[src/rtl/seg_pkg.sv]
// ============================================================================
//  Module : seg_pkg
//  Brief  : Shared constants and buffer type for the 7-segment digit scanner.
//  Rev    : 1.0  initial release
// ============================================================================
`default_nettype none

package seg_pkg;

    localparam int         NUM_DIGITS = 4;
    localparam logic [3:0] BLANK_CODE = 4'b0000;
    localparam logic [3:0] AN_OFF     = 4'b1111;
    localparam logic       OTHER_RST  = 1'b1;

    // One complete display image: codes, glyph-set selects and blank flags.
    typedef struct packed {
        logic [15:0] digits;
        logic [3:0]  other_mask;
        logic [3:0]  blank_mask;
    } frame_t;

    localparam frame_t FRAME_RST = '{digits: 16'h0000, other_mask: 4'hF, blank_mask: 4'hF};

    function automatic logic [3:0] anode_for(input logic [1:0] idx);
        return ~(4'b0001 << idx);
    endfunction

endpackage

`default_nettype wire

[src/rtl/clk_tick_div.sv]
// ============================================================================
//  Module : clk_tick_div
//  Brief  : Free-running prescaler, one-cycle tick every DIV clocks.
//  Rev    : 1.0  initial release
// ============================================================================
`default_nettype none

module clk_tick_div #(
    parameter int DIV = 100000
) (
    input  logic clk,
    input  logic rst,
    output logic tick
);

    localparam int             CW       = (DIV > 1) ? $clog2(DIV) : 1;
    localparam logic [CW-1:0]  LAST_CNT = CW'(DIV - 1);

    logic [CW-1:0] cnt_q;
    logic [CW-1:0] cnt_d;

    always_comb begin
        tick  = (cnt_q == LAST_CNT);
        cnt_d = tick ? '0 : cnt_q + CW'(1);
    end

    always_ff @(posedge clk or posedge rst) begin
        if (rst) begin
            cnt_q <= '0;
        end else begin
            cnt_q <= cnt_d;
        end
    end

endmodule

`default_nettype wire

[src/rtl/seg_scanner.sv]
// ============================================================================
//  Module : seg_scanner
//  Brief  : Double-buffered 4-digit anode scanner feeding seg_controller.
//           Optional per-digit blinking enabled by defining SEG_BLINK_EN.
//  Rev    : 1.0  initial release
// ============================================================================
`default_nettype none

module seg_scanner
    import seg_pkg::*;
#(
    parameter int REFRESH_DIV = 100000,
    parameter int BLINK_DIV   = 25000000
) (
    input  logic        clk,
    input  logic        rst,
    input  logic        load,
    input  logic [15:0] digits,
    input  logic [3:0]  other_mask,
    input  logic [3:0]  blank_mask,
    input  logic [3:0]  blink_mask,
    output logic [3:0]  an,
    output logic [3:0]  num,
    output logic        other,
    output logic        frame_done
);

    logic       tick;
    logic       boundary;
    logic [1:0] idx_q, idx_d;
    logic       pend_q, pend_d;
    frame_t     in_frame;
    frame_t     pend_buf_q, pend_buf_d;
    frame_t     act_buf_q, act_buf_d;
    logic [3:0] an_q, an_d;
    logic [3:0] num_q, num_d;
    logic       other_q, other_d;
    logic       slot_dark;
    logic       blink_dark;

    clk_tick_div #(
        .DIV (REFRESH_DIV)
    ) u_refresh_div (
        .clk  (clk),
        .rst  (rst),
        .tick (tick)
    );

    assign in_frame   = {digits, other_mask, blank_mask};
    assign boundary   = tick && (idx_q == 2'd3);
    // Decoded from flops only, so it is a clean single-cycle pulse.
    assign frame_done = boundary;

`ifdef SEG_BLINK_EN
    logic       blink_tick;
    logic       blink_phase_q, blink_phase_d;
    logic [3:0] pend_blink_q, pend_blink_d;
    logic [3:0] act_blink_q, act_blink_d;

    clk_tick_div #(
        .DIV (BLINK_DIV)
    ) u_blink_div (
        .clk  (clk),
        .rst  (rst),
        .tick (blink_tick)
    );

    always_comb begin
        blink_phase_d = blink_phase_q ^ blink_tick;
        pend_blink_d  = load ? blink_mask : pend_blink_q;
        act_blink_d   = act_blink_q;
        if (boundary && load) begin
            act_blink_d = blink_mask;
        end else if (boundary && pend_q) begin
            act_blink_d = pend_blink_q;
        end
        blink_dark = act_blink_q[idx_q] & blink_phase_q;
    end

    always_ff @(posedge clk or posedge rst) begin
        if (rst) begin
            blink_phase_q <= 1'b0;
            pend_blink_q  <= 4'b0000;
            act_blink_q   <= 4'b0000;
        end else begin
            blink_phase_q <= blink_phase_d;
            pend_blink_q  <= pend_blink_d;
            act_blink_q   <= act_blink_d;
        end
    end
`else
    logic unused_blink;

    assign blink_dark   = 1'b0;
    assign unused_blink = ^{blink_mask, BLINK_DIV[0]};
`endif

    always_comb begin
        idx_d      = tick ? idx_q + 2'd1 : idx_q;
        pend_buf_d = load ? in_frame : pend_buf_q;
        act_buf_d  = act_buf_q;
        pend_d     = pend_q;
        // A load landing on the boundary bypasses the pending buffer.
        if (boundary && load) begin
            act_buf_d = in_frame;
            pend_d    = 1'b0;
        end else if (boundary && pend_q) begin
            act_buf_d = pend_buf_q;
            pend_d    = 1'b0;
        end else if (load) begin
            pend_d    = 1'b1;
        end

        slot_dark = act_buf_q.blank_mask[idx_q] | blink_dark;
        an_d      = slot_dark ? AN_OFF     : anode_for(idx_q);
        num_d     = slot_dark ? BLANK_CODE : act_buf_q.digits[{idx_q, 2'b00} +: 4];
        other_d   = slot_dark ? OTHER_RST  : act_buf_q.other_mask[idx_q];
    end

    always_ff @(posedge clk or posedge rst) begin
        if (rst) begin
            idx_q      <= 2'd0;
            pend_q     <= 1'b0;
            pend_buf_q <= FRAME_RST;
            act_buf_q  <= FRAME_RST;
            an_q       <= AN_OFF;
            num_q      <= BLANK_CODE;
            other_q    <= OTHER_RST;
        end else begin
            idx_q      <= idx_d;
            pend_q     <= pend_d;
            pend_buf_q <= pend_buf_d;
            act_buf_q  <= act_buf_d;
            an_q       <= an_d;
            num_q      <= num_d;
            other_q    <= other_d;
        end
    end

    assign an    = an_q;
    assign num   = num_q;
    assign other = other_q;

endmodule

`default_nettype wire

[config.mk]
export PLATFORM = sky130hd
export DESIGN_NAME = seg_scanner
export DESIGN_NICKNAME = d
export VERILOG_FILES = /design/src/rtl/seg_pkg.sv /design/src/rtl/clk_tick_div.sv /design/src/rtl/seg_scanner.sv
export SDC_FILE = /design/constraint.sdc
export NUM_CORES = 1
export LEC_CHECK = 0
export BUFFER_PORTS_ARGS = -buffer_cell sky130_fd_sc_hd__clkbuf_2
export CAP_MARGIN = 15
export CORE_MARGIN = 4
export CORE_UTILIZATION = 39
export DETAILED_ROUTE_END_ITERATION = 7
export MAX_ROUTING_LAYER = met4
export PLACE_DENSITY = 0.68
export SLEW_MARGIN = 20
export SYNTH_ARGS = -nofsm -noshare
export SYNTH_HDL_FRONTEND = slang
export SYNTH_HIERARCHICAL = 1
export SYNTH_SLANG_ARGS = --single-unit
[constraint.sdc]
create_clock -name clk -period 4.92 [get_ports clk]
set_input_delay 0.984 -clock clk [delete_from_list [all_inputs] [get_ports clk]]
set_output_delay 0.984 -clock clk [all_outputs]
set_load 0.1 [all_outputs]
==> Word level (Yosys, flattened, before mapping) <==
Cells that the tools add are included.
{ "word_totals": {"wordCells": 38, "in_bits": 31, "register_bits": 77} }
{ "op_classes": {"bitwise": 1, "eq_ne": 2, "n_reduce_logical": 5, "addsub": 2, "n_lt_le_gt_ge": 1, "shift": 2, "n_mux": 13} }
{ "ops": {"columns": ["operator", "n"], "rows": [
  ["two-way mux 24 bit", 2],
  ["adder 17 x 1 -> 17 bit, second input constant", 1],
  ["equality test 17 bit, second input constant", 1],
  ["two-way mux 17 bit", 1],
  ["variable part select 16 x 5 -> 4 bit", 1],
  ["two-way mux 4 bit", 2],
  ["two-way mux 1 bit", 6],
  ["binary-select mux 1 bit (select 2 bit)", 2],
  ["inverter 4 bit", 1],
  ["<< shifter 1 x 2 -> 4 bit, first input constant", 1],
  ["logical AND 1 bit", 3],
  ["less-than comparator 2 x 3 -> 1 bit, second input constant", 1],
  ["nonzero test 3 bit", 1],
  ["adder 2 x 1 -> 2 bit, second input constant", 1],
  ["equality test 2 bit, second input constant", 1],
  ["nonzero test 2 bit", 1]
]} }

==> Longest topological paths before layout <==
Gate-level depths: netlist of run 1.
{ "logic_depth": {"ltp_word": 5, "depth_mapped": 10, "depth_no_buf": 7} }

==> Cells and area by module <==
The synthesis of run 1 kept the hierarchy.
{ "modules_own_cells": {"columns": ["mod", "area_each_um2", "cells_each", "n_inst", "seq_area_each_um2"], "rows": [
  ["seg_scanner", 2572.5, 204, 1, 1527.7],
  ["clk_tick_div", 825.8, 75, 1, 425.4]
]} }

==> Worst setup path before layout of run 1 <==
No wires, ideal clock.
{ "synth_path": {"path_kind": "register to output", "from": "register u_refresh_div.cnt_q[0]", "to": "output frame_done", "stages_incl_launch_ff": 7, "path_slack_ns": 1.907, "t_arrival_ns": 2.029, "path_buffers": 1, "cell_sequence": "dfrtp_1 > ha_1 > nand3_1 > nor2_1 > and4_1 > buf_2 > and2_1"} }
{ "synth_between": {"elab_chain_cells": 2} }
{ "synth_lines": {"columns": ["element", "line", "rtl"], "rows": [
  ["start, declared", "clk_tick_div.sv:19", "logic [CW-1:0] cnt_q;"],
  ["start signal, assigned", "clk_tick_div.sv:31", "cnt_q <= cnt_d;"],
  ["equality test 17 bit", "clk_tick_div.sv:23", "tick = (cnt_q == LAST_CNT);"],
  ["named net tick", "seg_scanner.sv:28", "logic tick;"],
  ["logical AND 1 bit", "seg_scanner.sv:50", "assign boundary = tick && (idx_q == 2'd3);"],
  ["end, declared", "seg_scanner.sv:25", "output logic frame_done"]
]} }
The timed path passes the listed nets, and every way through them passes these cells.

==> Worst setup path in the final report of run 1 <==
Ends and elaborated chain as after synthesis.

==> run summary, run 1 <==
status = finished clean
largest net degree at the start of global routing = 48
skew final = 0.01385 ns
maxcap violations = 0
fmax = 0.2781 GHz
DR vias = 2158
Crit. Startpoint = u_refresh_div/cnt_q[0]
Site Rows = 33
Internal = 0.0009946 W
Final Cell Area = 3874 um^2
Mapped Nets = 315
Tcrit/Tclk final = 73.09%
drt via density = 5.114
Mapped Area = 3398 um^2
initial antenna violation count = 0
Final Non-Filler Cells = 422
worst-skew pair later-pin latency = 0.35 ns
Gate power share = 5.5%
CP cell instances = ha_1 > nand3_1 > nor2_1 > and4_1 > and2_1 > clkbuf_2
number of synthesized flops with an enable pin = 0
port bufs = 36
RSZ-0062 raised after global routing = false
Crit Path Class = register to output pin
worst reg2reg path startpoint = u_refresh_div/cnt_q[0]
Net Sw Frac = 22.29%
FF+latch count, synth = 77
Worst R2R Path Depth = 7
initial DRC count = 69
core box area = 8341 um^2
GRT Resource Usage Total = 13.70%
Clock Sinks = 77
final WL = 6.193 mm
total gr overflow = 0
CTS Buffer Depth = 2
Yosys cell types = 35
Area Growth Syn to Fin = 13.99%
drc violations = 0
nets@finish = 348
Worst Path Max Fanout = 15
Pwr Density = 330.4 nW/um^2
Final TNS setup = 0 ns
hold slack = 0.4779 ns
max_slew headroom = 39.88%
TritonCTS Buffers = 9
diode count = 0
gpl congestion = 0.7459
sequential group share of total power = 52.1%
chip height = 101.3 um
Worst setup SP type = register
antenna-violating nets left = 0
Area after DPL = 3642 um^2
Static Leak = 1.707 nW
layout cells sized above 1 = 34.07%
Setup Viol. Count Final = 0
CP arrival = 2.61 ns
Tot Pwr = 0.001280 W
async set-reset flop share out of synthesis = 100.0%
dominant synthesized flop cell = dfrtp_1
setup bufs post-CTS = 0
Mapped Avg Cell Area = 12.18 um^2
hold buffers post-CTS = 0
delay of the slowest cell on the worst path = 0.59 ns
Syn Inst Count = 279
die area = 10270 um^2
number of global-route vias before repair = 2177
htree depth = 3
Die Span X = 101.3 um
CTS root buf = clkbuf_8
min Tclk post-route = 3.596 ns
sequential share of the synthesized area = 57.47%
R2R Setup Slk = 2.05 ns
CP max stage cell = and4_1
Switching Power = 0.0002853 W
CTS resizes = 0
Worst R2R End = act_buf_q[14]
IO Pins = 41
proportion of power drawn by the clock network = 42.4%
CP Capture Type = output pin
peak supply drop = 0.0001473 V
CTS tree = yes
clk slew on worst S/H paths = 0.08 ns
first drt pass iteration count = 4
first-pass GRT wire length = 10.69 mm
Initial Util = 40.74%
Avg WL per Cell = 14.68 um
Ys Warns = 6
hpwl dp = 4.188 mm
Final Hold Viols = 0
Slew @ Worst Pin = 0.9018 ns
crit path to = frame_done
placed instance count = 406
Final Max Slew Viols = 0
Critical Path RT = 3.94 ns
HP Class = register to register
==> registers in the layout, indices dropped and copies added, names as in the netlist <==
register,count
pend_buf_q,24
an,4
pend_q,1
act_buf_q,24
idx_q,2
other,1
num,4
u_refresh_div/cnt_q,17
==> worst min path at each step <==
stage,end,depth (start not counted),startpoint
after floorplan,act_buf_q[12],2,act_buf_q[12]
after global placement,act_buf_q[12],2,act_buf_q[12]
after detailed placement,act_buf_q[12],2,act_buf_q[12]
after CTS,act_buf_q[12],2,act_buf_q[12]
after global routing,act_buf_q[2],2,act_buf_q[2]
final,act_buf_q[18],2,act_buf_q[18]
==> metrics by stage <==
stage | worst slack, ns | utilization, %
floorplan | 1.907 | -
global placement | 1.761 | 43.67
detailed placement | 1.713 | 43.67
CTS | 1.319 | 46.44
global route | 1.149 | 46.44
finish | 1.324 | 46.44
==> Yosys cell counts (5+ instances only) <==
cell / number / share of area (%)
mux4_1: 5 / 3.9
xnor2_1: 11 / 2.8
ha_1: 5 / 1.8
nor2_1: 12 / 1.3
o22ai_1: 23 / 4.2
buf_2: 6 / 0.88
mux2_2: 23 / 7.6
nand2_1: 31 / 3.4
nand3_1: 5 / 0.74
xor2_1: 5 / 1.3
dfrtp_1: 56 / 41
inv_1: 8 / 0.88
dfstp_2: 21 / 16
clkbuf_1: 7 / 0.77
o21ai_0: 25 / 3.7
nor3_1: 5 / 0.74
==> cell usage in the layout, fill, tap and decap left out, drive strengths merged, types with 2 or more instances in the layout <==
master and count:
nand2 31, nand2b 4, clkbuf 46, mux4 6
buf 2, nand4 5, inv 10, o22ai 23
xnor2 11, nor2 12, bufinv 2, nor4 4
dfstp 21, ha 5, mux2 23, nor3 5
and4 2, nand3 5, o21ai 25, dfrtp 56
and2b 4, xor2 5
==> power groups by stage <==
stage               combinational [W]  sequential, W  clock [W]
floorplan                   0.0000472       0.000676          0
CTS                         0.0000711       0.000667   0.000558
global route                0.0000787       0.000670   0.000585
global placement            0.0000688       0.000678          0
detailed placement          0.0000707       0.000679          0
finish                      0.0000699       0.000667   0.000543
==> layout make-up <==
| type | instances | area, um^2 |
|---|---|---|
| Multi-Input combinational cell | 178 | 1333 |
| Timing Repair Buffer | 38 | 195.2 |
| Tap cell | 105 | 131.4 |
| Inverter | 8 | 30.03 |
| Clock inverter | 6 | 93.84 |
| Sequential cell | 77 | 1953 |
| Fill cell | 792 | 4467 |
| Clock buffer | 10 | 137.6 |
==> worst max-delay path: cells and delay by family, from the launching register on <==
family                   cells  cell delay [ns]
AND/OR/NAND/NOR              4             1.18
flip-flops                   1             0.39
adder cells (fa/ha/maj)      1             0.22
buffers and inverters        1             0.48
==> cells by family after synthesis <==
logic type | after synthesis | synth area share [%]
DFF | 77 | 57.47
AOI/OAI and AO/OA | 50 | 8.395
xor gates and xnor gates | 16 | 4.124
muxes | 29 | 12.15
and+or+nand+nor | 78 | 12.70
adders and majority gates | 5 | 1.841
buffers and inverters | 24 | 3.314
==> layer usage <==
metal / up-vias / global-route usage (%) / part of all wire (%)
li1: 1056 / - / -
met1: 1047 / 19.49 / 51
met2: 44 / 18.81 / 43
met3: 11 / 2.824 / 3.9
met4: 0 / 6.135 / 1.9
met5: - / - / 0
Note: power is estimated with default switching activity, not from simulation.
==> run 2: changes to the inputs <==
==> constraint.sdc (replaced) <==
create_clock -name clk -period 3.8 [get_ports clk]
set_input_delay 0.76 -clock clk [delete_from_list [all_inputs] [get_ports clk]]
set_output_delay 0.76 -clock clk [all_outputs]
set_load 0.1 [all_outputs]
==> run summary, run 2 (synthesis gave the netlist of run 1 again) <==
Tcrit/Tclk final = 82.33%
GRT Resource Usage Total = 13.59% (was 13.70%)
CP max stage cell = clkbuf_2 (was and4_1)
antenna-violating nets left = 0 (unchanged)
Crit. Startpoint = u_refresh_div/cnt_q[0] (unchanged)
Net Sw Frac = 23.04% (was 22.29%)
HP Class = register to register (unchanged)
Die Span X = 101.3 um (unchanged)
Gate power share = 5.6% (was 5.5%)
htree depth = 3 (unchanged)
CTS root buf = clkbuf_8 (unchanged)
max_slew headroom = 41.16% (was 39.88%)
maxcap violations = 0 (unchanged)
Switching Power = 0.0003651 W (was 0.0002853 W)
CTS Buffer Depth = 2 (unchanged)
status = finished clean (unchanged)
Crit Path Class = register to output pin (unchanged)
Worst path depth = 7 (was 6)
Pwr Density = 410.7 nW/um^2 (was 330.4 nW/um^2)
WHS Endpoint = act_buf_q[2] (was act_buf_q[18])
sequential group share of total power = 54.5% (was 52.1%)
IO Pins = 41 (unchanged)
worst hold path stage count = 2 (unchanged)
DR vias = 2151 (was 2158)
Initial Util = 40.74% (unchanged)
first-pass GRT wire length = 10.56 mm (was 10.69 mm)
Slew @ Worst Pin = 0.8826 ns (was 0.9018 ns)
delay of the slowest cell on the worst path = 0.48 ns (was 0.59 ns)
skew final = 0.008714 ns (was 0.01385 ns)
fmax = 0.3196 GHz
hold slack = 0.4754 ns (was 0.4779 ns)
Final Hold Viols = 0 (unchanged)
worst reg2reg path startpoint = u_refresh_div/cnt_q[0] (unchanged)
Site Rows = 33 (unchanged)
CTS tree = yes (unchanged)
most frequent cells in the layout = dfrtp_1 (56), clkbuf_2 (36), nand2_1 (31) (unchanged)
drt via density = 5.085 (was 5.114)
layout cells sized above 1 = 34.28% (was 34.07%)
core box area = 8341 um^2 (unchanged)
nets@finish = 349 (was 348)
hpwl dp = 4.130 mm (was 4.188 mm)
Worst R2R Path Depth = 8 (was 7)
RSZ-0062 raised after global routing = false (unchanged)
TritonCTS Buffers = 9 (unchanged)
setup bufs post-CTS = 0 (unchanged)
largest registers = act_buf_q (24), pend_buf_q (24), u_refresh_div/cnt_q (17) (unchanged)
Worst setup SP type = register (unchanged)
Crit path max-delay family = simple AND/OR/NAND/NOR gates (unchanged)
Static Leak = 1.694 nW (was 1.707 nW)
hold buffers post-CTS = 0 (unchanged)
total gr overflow = 0 (unchanged)
largest net degree at the start of global routing = 53 (was 48)
die area = 10270 um^2 (unchanged)
final WL = 5.960 mm (was 6.193 mm)
fill count = 795 (was 792)
port bufs = 36 (unchanged)
Final TNS setup = 0 ns (unchanged)
chip height = 101.3 um (unchanged)
number of global-route vias before repair = 2233 (was 2177)
Setup Viol. Count Final = 0 (unchanged)
drc violations = 0 (unchanged)
proportion of power drawn by the clock network = 39.9% (was 42.4%)
Internal = 0.001220 W (was 0.0009946 W)
Worst Min Path Start = act_buf_q[2] (was act_buf_q[18])
Worst Path Max Fanout = 15 (unchanged)
Tot Pwr = 0.001585 W (was 0.001280 W)
Area Growth Syn to Fin = 13.55% (was 13.99%)
CP arrival = 2.37 ns (was 2.61 ns)
Worst R2R End = act_buf_q[14] (unchanged)
diode count = 0 (unchanged)
min Tclk post-route = 3.129 ns
CTS resizes = 0 (unchanged)
Clock Sinks = 77 (unchanged)
initial antenna violation count = 0 (unchanged)
Avg WL per Cell = 14.09 um (was 14.68 um)
CP cell instances = ha_1 > nand3_1 > nor2_1 > and4_1 > buf_4 > and2_1 > clkbuf_2 (was ha_1 > nand3_1 > nor2_1 > and4_1 > and2_1 > clkbuf_2)
Final Max Slew Viols = 0 (unchanged)
Final Non-Filler Cells = 423 (was 422)
gpl congestion = 0.7128 (was 0.7459)
first drt pass iteration count = 4 (unchanged)
peak supply drop = 0.0002270 V (was 0.0001473 V)
initial DRC count = 78 (was 69)
clk slew on worst S/H paths = 0.08 ns (about the same)
R2R Setup Slk = 1.23 ns (was 2.05 ns)
most common cell after layout, fill and taps aside = dfrtp_1 (unchanged)
Crit path buffers/inverters = 2 (was 1)
Critical Path RT = 3.04 ns (was 3.94 ns)
worst-skew pair later-pin latency = 0.35 ns (about the same)
placed instance count = 407 (was 406)
CP Capture Type = output pin (unchanged)
[run 2: changes by cell type in the layout (fill, tap and decap cells not counted)]
cell	change
clkinvlp_4	+2
buf_4	+1
bufinv_16	-1
clkinv_2	+1
clkinv_4	-1
inv_2	-1
[run 2: worst max path at each step]
stage / slack, ns / endpoint
finish: 0.67 / frame_done
global route: 0.52 / frame_done
CTS: 0.64 / frame_done
detailed placement: 1.04 / frame_done
global placement: 1.06 / frame_done
floorplan: 1.01 / frame_done
[run 2: layout make-up]
class,instances,area (um^2),share of cell area [%]
Clock buffer,10,137.6,3.567
Multi-Input combinational cell,178,1333,34.53
Clock inverter,6,70.07,1.816
Inverter,8,31.28,0.8106
Timing Repair Buffer,39,202.7,5.253
Sequential cell,77,1953,50.62
Tap cell,105,131.4,3.405
[run 2: power by group through the flow]
stage | Sequential (W) | Clock [W] | Combinational [W]
3_5_place_dp | 0.000879 | 0 | 0.0000908
5_1_grt | 0.000867 | 0.000692 | 0.000101
2_1_floorplan | 0.000875 | 0 | 0.0000611
6_report | 0.000864 | 0.000633 | 0.0000881
3_3_place_gp | 0.000877 | 0 | 0.0000892
4_1_cts | 0.000864 | 0.000657 | 0.0000911
[run 2: worst reg2reg max path: stages (launching register included)]
cell	delay (ns)
dfrtp_1	0.39
ha_1	0.22
nand3_1	0.13
nor2_1	0.18
and4_1	0.21
buf_4	0.20
and3_1	0.76
o22ai_1	0.21
o21ai_0	0.19
[run 2: per-layer routing]
metal	up-vias	global-route usage [%]	routed length [um]	part of all wire, %
li1	1060	-	-	-
met1	1034	18.30	2918	49
met2	46	19.22	2624	44
met3	11	4.201	304	5.1
met4	0	5.215	112	1.9
met5	-	-	0	0
[run 2: metrics by stage]
stage,cell area (um^2),worst slack (ns),util [%]
6_report,3859,0.6714,46.26
4_1_cts,3857,0.6379,46.25
2_1_floorplan,3398,1.011,-
5_1_grt,3859,0.5245,46.26
3_5_place_dp,3650,1.036,43.76
3_3_place_gp,3650,1.058,43.76
